--- config.mk ---
export PLATFORM = sky130hd
export DESIGN_NAME = fetch_buffer
export DESIGN_NICKNAME = d
export VERILOG_FILES = /design/src/rtl/fetch_pkg.sv /design/src/rtl/fetch_fifo_ram.sv /design/src/rtl/fetch_buffer.sv
export SDC_FILE = /design/constraint.sdc
export NUM_CORES = 1
export LEC_CHECK = 0
export BUFFER_PORTS_ARGS = -buffer_cell sky130_fd_sc_hd__buf_4
export CAP_MARGIN = 20
export CORE_MARGIN = 10
export CORE_UTILIZATION = 45
export CTS_CLUSTER_DIAMETER = 200
export DETAILED_ROUTE_END_ITERATION = 12
export PLACE_DENSITY = 0.79
export REMOVE_ABC_BUFFERS = 1
export SLEW_MARGIN = 15
export SYNTH_ARGS = -nofsm -noshare
export SYNTH_HDL_FRONTEND = slang
export SYNTH_SLANG_ARGS = --single-unit
--- constraint.sdc ---
create_clock -name clk -period 2.16 [get_ports clk]
set_input_delay 0.216 -clock clk [delete_from_list [all_inputs] [get_ports clk]]
set_output_delay 0.216 -clock clk [all_outputs]
set_load 0.01 [all_outputs]
--- src/rtl/fetch_pkg.sv ---
// Shared types, constants and helpers for the instruction fetch buffer.
package fetch_pkg;

    typedef logic [15:0] instr_word_t;

    localparam instr_word_t NOP_WORD_DEFAULT = 16'h0000;

    // Circular-buffer pointer increment with wrap at depth-1 (any depth, not only powers of two).
    function automatic int unsigned calc_ptr_next(input int unsigned ptr, input int unsigned depth);
        return (ptr >= depth - 32'd1) ? 32'd0 : ptr + 32'd1;
    endfunction

endpackage

--- src/rtl/fetch_fifo_ram.sv ---
// DEPTH x DATA_WIDTH register array: synchronous write, asynchronous read.
module fetch_fifo_ram #(
    parameter int unsigned DATA_WIDTH = 16,
    parameter int unsigned DEPTH      = 2,
    localparam int unsigned AW        = $clog2(DEPTH)
) (
    input  logic                  clk,
    input  logic                  we,
    input  logic [AW-1:0]         waddr,
    input  logic [DATA_WIDTH-1:0] wdata,
    input  logic [AW-1:0]         raddr,
    output logic [DATA_WIDTH-1:0] rdata
);

    logic [DATA_WIDTH-1:0] mem [DEPTH];

    always_ff @(posedge clk) begin
        if (we) begin
            mem[waddr] <= wdata;
        end
    end

    assign rdata = mem[raddr];

endmodule

--- src/rtl/fetch_buffer.sv ---
// Instruction prefetch buffer between program cache and decoder, with flush,
// hazard hold and pc_hold back-pressure that reserves a slot for the in-flight word.
module fetch_buffer
    import fetch_pkg::*;
#(
    parameter int unsigned           DATA_WIDTH = 16,
    parameter int unsigned           DEPTH      = 2,
    parameter logic [DATA_WIDTH-1:0] NOP_WORD   = DATA_WIDTH'(NOP_WORD_DEFAULT)
) (
    input  logic                  clk,
    input  logic                  rst,
    input  logic [DATA_WIDTH-1:0] p_data,
    input  logic                  p_valid,
    input  logic                  hazard,
    input  logic                  decoder_rst,
    output logic [DATA_WIDTH-1:0] instruction_out,
    output logic                  instruction_valid,
    output logic                  pc_hold,
    output logic                  overflow
);

    localparam int unsigned   CW   = $clog2(DEPTH + 1);
    localparam int unsigned   PW   = $clog2(DEPTH);
    localparam logic [CW-1:0] FULL = CW'(DEPTH);

    logic [CW-1:0]         count, count_next;
    logic [PW-1:0]         rd_ptr, rd_ptr_next, wr_ptr, wr_ptr_next;
    logic                  push, pop, wr_en, ovf_event;
    logic                  valid_next, overflow_next;
    logic [CW:0]           occupancy;
    logic [DATA_WIDTH-1:0] ram_rdata, head_next;

    fetch_fifo_ram #(
        .DATA_WIDTH(DATA_WIDTH),
        .DEPTH     (DEPTH)
    ) u_ram (
        .clk  (clk),
        .we   (wr_en),
        .waddr(wr_ptr),
        .wdata(p_data),
        .raddr(rd_ptr_next),
        .rdata(ram_rdata)
    );

    // Control: push/pop qualification, pointer/count update, back-pressure.
    always_comb begin
        push          = p_valid & ~decoder_rst;
        pop           = instruction_valid & ~hazard & ~decoder_rst;
        wr_en         = ~rst & push & ((count != FULL) | pop);
        ovf_event     = push & (count == FULL) & ~pop;
        count_next    = count;
        rd_ptr_next   = rd_ptr;
        wr_ptr_next   = wr_ptr;
        overflow_next = overflow | ovf_event;

        if (decoder_rst) begin
            count_next  = '0;
            rd_ptr_next = '0;
            wr_ptr_next = '0;
        end else begin
            if (pop) begin
                rd_ptr_next = PW'(calc_ptr_next(32'(rd_ptr), DEPTH));
            end
            if (wr_en) begin
                wr_ptr_next = PW'(calc_ptr_next(32'(wr_ptr), DEPTH));
            end
            if (wr_en && !pop) begin
                count_next = count + CW'(1);
            end else if (pop && !wr_en) begin
                count_next = count - CW'(1);
            end
        end

        valid_next = (count_next != '0);
        occupancy  = {1'b0, count} + (CW + 1)'(push) - (CW + 1)'(pop);
        pc_hold    = rst | (occupancy >= (CW + 1)'(DEPTH));
    end

    // Post-edge head: a word written this cycle into the slot that becomes head bypasses the array.
    always_comb begin
        head_next = NOP_WORD;
        if (valid_next) begin
            head_next = (wr_en && (rd_ptr_next == wr_ptr)) ? p_data : ram_rdata;
        end
    end

    always_ff @(posedge clk) begin
        if (rst) begin
            count             <= '0;
            rd_ptr            <= '0;
            wr_ptr            <= '0;
            overflow          <= 1'b0;
            instruction_out   <= NOP_WORD;
            instruction_valid <= 1'b0;
        end else begin
            count             <= count_next;
            rd_ptr            <= rd_ptr_next;
            wr_ptr            <= wr_ptr_next;
            overflow          <= overflow_next;
            instruction_out   <= head_next;
            instruction_valid <= valid_next;
        end
    end

endmodule

==> out/qor.yml, run 1 <==
ios: 40
htreeDepth: 2
grt_antenna_before_repair: 0
yosysTopAreaCell: "edfxtp_1"
reg2reg_from: "count[0]$_SDFF_PP0_"
drc: 0
rows: 26
fillCellCount: 427
cts_tree: "done"
p_switching_uw: 427.2
relSlewSlack_pct: 74.61
die_w_um: 93.54
yosysSeqAreaShare_pct: 57.58
dp_slack_ps: 206.2
insertion_delay_ps: 300
synth-edff-count: 32
diodes: 0
gr-usage-all-layers_pct: 12.63
clk_pin_slew_ps: 90
setup_viol: 0
numPlacedInstances: 338
postCtsHoldBufs: 0
drtIter0Drc: 181
design_area_um2: 2950
postPlaceCellArea_um2: 2826
grt_pass1_wl_um: 8983
cts_buffers: 5
synth_cell_types: 29
wl_per_cell_um: 15.42
clock_skew_ps: 8.137
critPathCapture: "pc_hold"
routabilityCongestion: 0.7215
hp-class: "primary input to flop"
syn_area_um2: 2434
dpl.hpwl_um: 3571
synthArstFlopShare_pct: 0
cts.path.max_buffers: 2
mostFrequentLayoutCells: "47 x buf_4, 44 x o21ai_0, 37 x nor2_1, 35 x nor3_1, 32 x edfxtp_1"
r2r_cells: 6
first_pass_iters: 4
cp-end-kind: "primary output"
vdd_drop_max_uv: 445.0
path_max_fanout: 2
synth_flop_cell: "edfxtp_1"
vias_per_cell: 5.546
cp-start-kind: "flop"
areaGrowthSynthToFinish_pct: 21.23
powerDensity_nw_per_um2: 633.2
synthCells: 236
criticalPathCategory: "flop to primary output"
outcome: "finished, final reports clean"
syn-mean-instance-area_um2: 10.31
hold_viol: 0
synth_area_leaders: "edfxtp_1 39%, dfxtp_1 18%, o21ai_0 9.0%"
port_buffers: 39
worst_r2r_endpoint: "instruction_out[6]$_SDFF_PP0_"
regToRegSetupSlack_ps: 180
max_cap_viol_count: 0
cts-root-buf: "clkbuf_8"
cp.required_ps: 1940
p_int_mw: 1.441
final_cell_count_no_fill: 348
coreArea_um2: 5172
fin_hold_ws_ps: 109.6
routed_wl_um: 5365
dr_total_vias: 1930
p_clk_share_pct: 28.0
dieArea_um2: 8750
p_comb_share_pct: 11.5
drive_gt1_share_pct: 23.38
netlist.area_leader.share_pct: 39.49
tightest_slew_ps: 380.3
fmax_ghz: 0.4715
final_nets: 301
grt_max_degree: 53
crit_arrival_ps: 1900
cp-startpoint: "instruction_valid$_SDFF_PP0_"
grt_overflow: 0
p_seq_share_pct: 60.5
yosysWarnings: 0
grt_pass1_vias: 1898
start_util_pct: 47.05
setup_slack_ps: 39.32
cts_sinks: 54
layout_commonest_cell: "buf_4"
power.leakage_nw: 1.071
period_minus_slack_ps: 2121
swShare_pct: 22.87
drt.antenna.violating_nets: 0
fin_crit_sh_pct: 98.18
die_h_um: 93.54
ys_ff_latch: 54
slew_viol_final: 0
==> kinds of logic (layout without fill, tap and decap cells) <==
kind of cell	Yosys count	after routing	synth area share, %
muxes	2	2	0.8227
xor gates and xnor gates	3	3	1.080
AOI/OAI and AO/OA	56	56	12.65
and+or+nand+nor	100	100	22.42
buffers and inverters	18	60	3.599
adders and majority gates	3	3	1.851
DFF	54	54	57.58
==> how the worst min path moves through the flow <==
stage                     cells after the start                         end        from
after global placement                        1   u_ram.mem[0][6]$_DFFE_PP_   p_data[6]
after detailed placement                      1   u_ram.mem[0][9]$_DFFE_PP_   p_data[9]
after CTS                                     2         overflow$_SDFF_PP0_         rst
final                                         2         overflow$_SDFF_PP0_         rst
after global routing                          1  u_ram.mem[1][14]$_DFFE_PP_  p_data[14]
after floorplan                               1         overflow$_SDFF_PP0_         rst
==> what timing repair did <==
item / 4_1_cts / 5_1_grt
resized for setup: 5 / 2
setup buffers: 1 / 1
setup endpoints to repair: 1 / 1
pin swaps: 0 / 2
==> power groups by stage <==
stage,Sequential (mW),Combinational (mW),Clock (mW)
CTS,1.13,0.214,0.535
floorplan,1.16,0.0884,0
global placement,1.15,0.201,0
global route,1.13,0.240,0.575
finish,1.13,0.215,0.522
detailed placement,1.15,0.208,0
==> sequential cells by signal, summed over array words and instances (netlist names) <==
| register | flops |
|---|---|
| wr_ptr | 1 |
| instruction_valid | 1 |
| overflow | 1 |
| rd_ptr | 1 |
| instruction_out | 16 |
| count | 2 |
| u_ram.mem | 32 |
==> critical path, cell delays in order (launching register included) <==
cell and delay [ps]:
dfxtp_4 360, nand2b_4 70, nor2_2 30, ha_1 260, nand2b_4 140, fa_2 510
nand3b_1 100, buf_6 140
==> metrics by stage <==
stage	util, %	setup TNS [ps]	power [mW]
final	57.04	0	1.868
after floorplan	-	-10470	1.250
after global placement	54.64	0	1.354
after detailed placement	54.64	0	1.363
after global routing	57.04	-20.30	1.948
after CTS	56.68	0	1.880
==> per-layer routing <==
layer | vias up | wire length (um) | GRT usage (%)
li1 | 952 | - | -
met1 | 917 | 2282 | 14.69
met2 | 54 | 2682 | 21.46
met3 | 7 | 321 | 3.357
met4 | 0 | 78 | 5.316
met5 | - | 0 | 0
==> final cells by class <==
cell class	instances	area, um2	area share [%]
Multi-Input combinational cell	164	964.7	32.70
Clock inverter	2	8.758	0.2969
Timing Repair Buffer	50	404.1	13.70
Tap cell	70	87.58	2.969
Clock buffer	6	72.57	2.460
Inverter	2	7.507	0.2545
Sequential cell	54	1405	47.63
==> cells in the mapped netlist, drive strengths merged, types with 2 or more instances <==
cell	number
o21ai	50
nor2	38
nor3	35
edfxtp	32
dfxtp	22
and4	16
buf	8
clkbuf	8
nand2b	5
o21a	3
xnor2	3
and2	2
ha	2
inv	2
mux2i	2
No activity file was read; power rests on OpenSTA's default activity.
==> inputs of run 2 (changes only) <==
RECOVER_POWER = 100   (was unset)
==> out/qor.yml, run 2 (synthesized netlist as in run 1, its figures left out) <==
power_mw: 1.843
grt_overflow: 0
fin_crit_sh_pct: 98.02
dpl.hpwl_um: 3571
routabilityCongestion: 0.7215
powerDensity_nw_per_um2: 655.5
routed_wl_um: 5376
relSlewSlack_pct: 74.08
die_w_um: 93.54
crit_buf_inv: 1
fin_hold_ws_ps: 112.1
vdd_drop_max_uv: 445.3
clock_skew_ps: 6.946
grt_pass1_vias: 1898
htreeDepth: 2
drc: 0
ios: 40
critPathSlowestCell: "fa_2"
crit_arrival_ps: 1900
port_buffers: 39
crit_chain: "nand2b_4 -> nor2_2 -> ha_1 -> nand2b_4 -> fa_2 -> nand3b_1 -> buf_6"
insertion_delay_ps: 300
cp.required_ps: 1940
die_h_um: 93.54
rows: 26
final_nets: 301
slew_viol_final: 0
areaGrowthSynthToFinish_pct: 15.53
reg_top3: "u_ram.mem: 32 flops, instruction_out: 16 flops, count: 2 flops"
power.leakage_nw: 0.9306
grt_max_degree: 53
dieArea_um2: 8750
regArea_um2: 1405
clk_pin_slew_ps: 90
wl_per_cell_um: 15.45
cp-start-kind: "flop"
fmax_ghz: 0.4723
grt_pass1_wl_um: 8983
cp-end-kind: "primary output"
path_max_fanout: 2
cts_sinks: 54
layout_commonest_cell: "o21ai_0"
grt_antenna_before_repair: 0
postPlaceCellArea_um2: 2826
multi_input_area_um2: 964.7
tns_ps: 0
cts-root-buf: "clkbuf_8"
post-route-util_pct: 54.35
hold_viol: 0
mostFrequentLayoutCells: "44 x o21ai_0, 37 x nor2_1, 36 x clkbuf_1, 35 x nor3_1, 32 x edfxtp_1"
vias_per_cell: 5.549
tightest_slew_ps: 388.3
start_util_pct: 47.05
first_pass_iters: 4
fillCellCount: 461
regMostFlops: "u_ram.mem"
drive_gt1_share_pct: 10.79
gr-usage-all-layers_pct: 12.63
critPathMostFrequentCell: "nand2b_4"
coreArea_um2: 5172
max_cap_viol_count: 0
cts.path.max_buffers: 2
drtIter0Drc: 181
cts_tree: "done"
dr_total_vias: 1931
hp-class: "primary input to flop"
crit_family: "adder cells"
drt.antenna.violating_nets: 0
diodes: 0
outcome: "finished, final reports clean"
criticalPathCategory: "flop to primary output"
design_area_um2: 2811
setup_viol: 0
cts_buffers: 5
period_minus_slack_ps: 2117
largest_reg_flops: 32
cpPeakStageDelay_ps: 510
[run 2: cell count changes in the layout (fill, tap and decap cells not counted)]
cell / before / now
and2_1: 2 / 1
and2_0: 0 / 1
buf_4: 47 / 9
clkbuf_2: 0 / 2
buf_2: 0 / 1
clkbuf_1: 1 / 36
[run 2: where the power goes]
part	switching, mW	total [mW]	leakage (nW)	internal (mW)
Combinational	0.115	0.190	0.418	0.0742
Sequential	0.0125	1.13	0.470	1.12
Clock	0.299	0.523	0.0426	0.223
Total	0.427	1.84	0.931	1.42
[run 2: worst paths after layout]
path	from	to	slack [ps]	cells past startpoint
max reg2reg	count[0]$_SDFF_PP0_	u_ram.mem[1][12]$_DFFE_PP_	120	6
max	instruction_valid$_SDFF_PP0_	pc_hold	40	7
min	rst	overflow$_SDFF_PP0_	110	2
min reg2reg	overflow$_SDFF_PP0_	overflow$_SDFF_PP0_	480	2
[run 2: per-stage QoR]
step,cells,setup WS (ps)
floorplan,220,-313.3
global placement,338,244.8
detailed placement,338,206.2
CTS,347,1.447
global route,348,-19.75
finish,348,42.83
[run 2: repair_timing]
item	4_1_cts	5_1_grt
endpoints found under the setup margin	1	1
gates cloned	0	0
hold buffers	0	0
resized for setup	5	2
setup buffers	1	1
pin swaps	0	2
[run 2: cell type report]
type / instances / share of cell area [%]
Tap cell: 70 / 3.115
Sequential cell: 54 / 49.98
Clock inverter: 2 / 0.3115
Multi-Input combinational cell: 164 / 34.31
Clock buffer: 6 / 2.581
Timing Repair Buffer: 50 / 9.435
Inverter: 2 / 0.2670
[run 2: metal layers]
layer,global-route usage (%),routed length (um),part of all wire (%)
met5,0,0,0
met4,5.316,76,1.4
met3,3.357,306,5.7
met2,21.46,2689,50
met1,14.69,2304,43
==> inputs of run 3 (changes only) <==
CORE_MARGIN = 4   (was 10)
CTS_CLUSTER_DIAMETER = unset   (was 200)
PLACE_DENSITY = 0.69   (was 0.79)
==> out/qor.yml, run 3 (synthesized netlist as in run 1, its figures left out) <==
hold_viol: 0
rows: 26
drive_gt1_share_pct: 12.41
hp-class: "primary input to flop"
fillCellCount: 453
htreeDepth: 2
p_seq_share_pct: 60.1
criticalPathCategory: "flop to primary output"
dieArea_um2: 6649
drc: 0
ios: 40
insertion_delay_ps: 300
max_cap_viol_count: 0
gr-usage-all-layers_pct: 16.27
post-route-util_pct: 54.84
powerDensity_nw_per_um2: 662.3
routed_wl_um: 4934
crit_arrival_ps: 1890
drt.antenna.violating_nets: 0
grt_max_degree: 33
postCtsHoldBufs: 0
dr_total_vias: 1903
cts_buffers: 5
die_w_um: 81.54
areaGrowthSynthToFinish_pct: 16.56
fmax_ghz: 0.4754
setup_slack_ps: 56.71
period_minus_slack_ps: 2103
first_pass_iters: 4
diodes: 0
clock_skew_ps: 9.501
grt_pass1_vias: 1749
p_clk_share_pct: 29.8
postPlaceCellArea_um2: 2829
reg_top3: "u_ram.mem: 32 flops, instruction_out: 16 flops, count: 2 flops"
dpl.hpwl_um: 3139
cts_tree: "done"
wl_per_cell_um: 14.02
largest_reg_flops: 32
grt_overflow: 0
final_nets: 305
power_mw: 1.879
final_cell_count_no_fill: 352
clk_pin_slew_ps: 90
outcome: "finished, final reports clean"
path_max_fanout: 2
drtIter0Drc: 135
rsz0062_at_grt: "yes"
mostFrequentLayoutCells: "44 x o21ai_0, 37 x nor2_1, 36 x clkbuf_1, 35 x nor3_1, 32 x edfxtp_1"
port_buffers: 39
start_util_pct: 47.05
cp-start-kind: "flop"
p_int_mw: 1.452
fin_crit_sh_pct: 97.37
coreArea_um2: 5172
vias_per_cell: 5.406
cts.path.max_buffers: 2
regMostFlops: "u_ram.mem"
dp_slack_ps: 235.4
design_area_um2: 2836
routabilityCongestion: 0.7289
relSlewSlack_pct: 78.30
setup_viol: 0
die_h_um: 81.54
p_switching_uw: 426.8
grt_antenna_before_repair: 0
cp-end-kind: "primary output"
cts_sinks: 54
slew_viol_final: 0
swShare_pct: 22.72
power.leakage_nw: 0.9438
p_comb_share_pct: 10.1
vdd_drop_max_uv: 440.7
numPlacedInstances: 340
grt_pass1_wl_um: 8314
layout_commonest_cell: "o21ai_0"
cp.required_ps: 1940
cts-root-buf: "clkbuf_8"
tightest_slew_ps: 325.4
[run 3: timing repair]
item / 4_1_cts / 5_1_grt
gates resized for setup: 4 / 2
setup endpoints to repair: 1 / 1
setup buffers: 1 / 3
pin swaps: 0 / 1
[run 3: layout make-up]
cell class | count | area [um2] | area share (%)
flip-flops and latches | 54 | 1403 | 49.45
well taps | 70 | 87.58 | 3.088
repair buffers | 54 | 279.0 | 9.837
multi-input cells | 164 | 968.4 | 34.14
inverters | 2 | 7.507 | 0.2647
clock buffers | 7 | 86.33 | 3.044
clock inverters | 1 | 5.005 | 0.1764
[run 3: per-layer routing]
metal / GRT usage [%] / wire (um) / vias to the layer above
met3: 3.947 / 270 / 4
met1: 21.19 / 2255 / 899
met4: 5.574 / 53 / 0
met5: 0 / 0 / -
li1: - / - / 956
met2: 26.47 / 2355 / 44
[run 3: final timing paths]
check                               start                         to  slack [ps]  cells past startpoint
min                                   rst        overflow$_SDFF_PP0_         120                      2
max          instruction_valid$_SDFF_PP0_                    pc_hold          60                      7
max reg2reg  instruction_valid$_SDFF_PP0_  u_ram.mem[0][2]$_DFFE_PP_         100                      7
min reg2reg           overflow$_SDFF_PP0_        overflow$_SDFF_PP0_         500                      2
[run 3: through the flow]
| stage | hold WS, ps | TNS [ps] |
|---|---|---|
| 3_3_place_gp | 423.8 | 0 |
| 6_report | 121.2 | 0 |
| 3_5_place_dp | 422.8 | 0 |
| 5_1_grt | 103.1 | -8.623 |
| 2_1_floorplan | 288.4 | -10470 |
| 4_1_cts | 102.0 | 0 |
[run 3: power groups by stage]
| stage | Combinational, mW | Clock [mW] | Sequential [mW] |
|---|---|---|---|
| after floorplan | 0.0884 | 0 | 1.16 |
| after global placement | 0.203 | 0 | 1.15 |
| after detailed placement | 0.207 | 0 | 1.15 |
| after CTS | 0.212 | 0.584 | 1.13 |
| after global routing | 0.214 | 0.634 | 1.13 |
| final | 0.189 | 0.560 | 1.13 |
[run 3: worst max-delay path, cell delays in order (launching register included)]
cell,delay [ps]
dfxtp_2,370
nand2b_4,70
nor2_4,100
ha_4,200
nand2b_4,130
fa_2,510
nand3b_1,70
buf_4,140
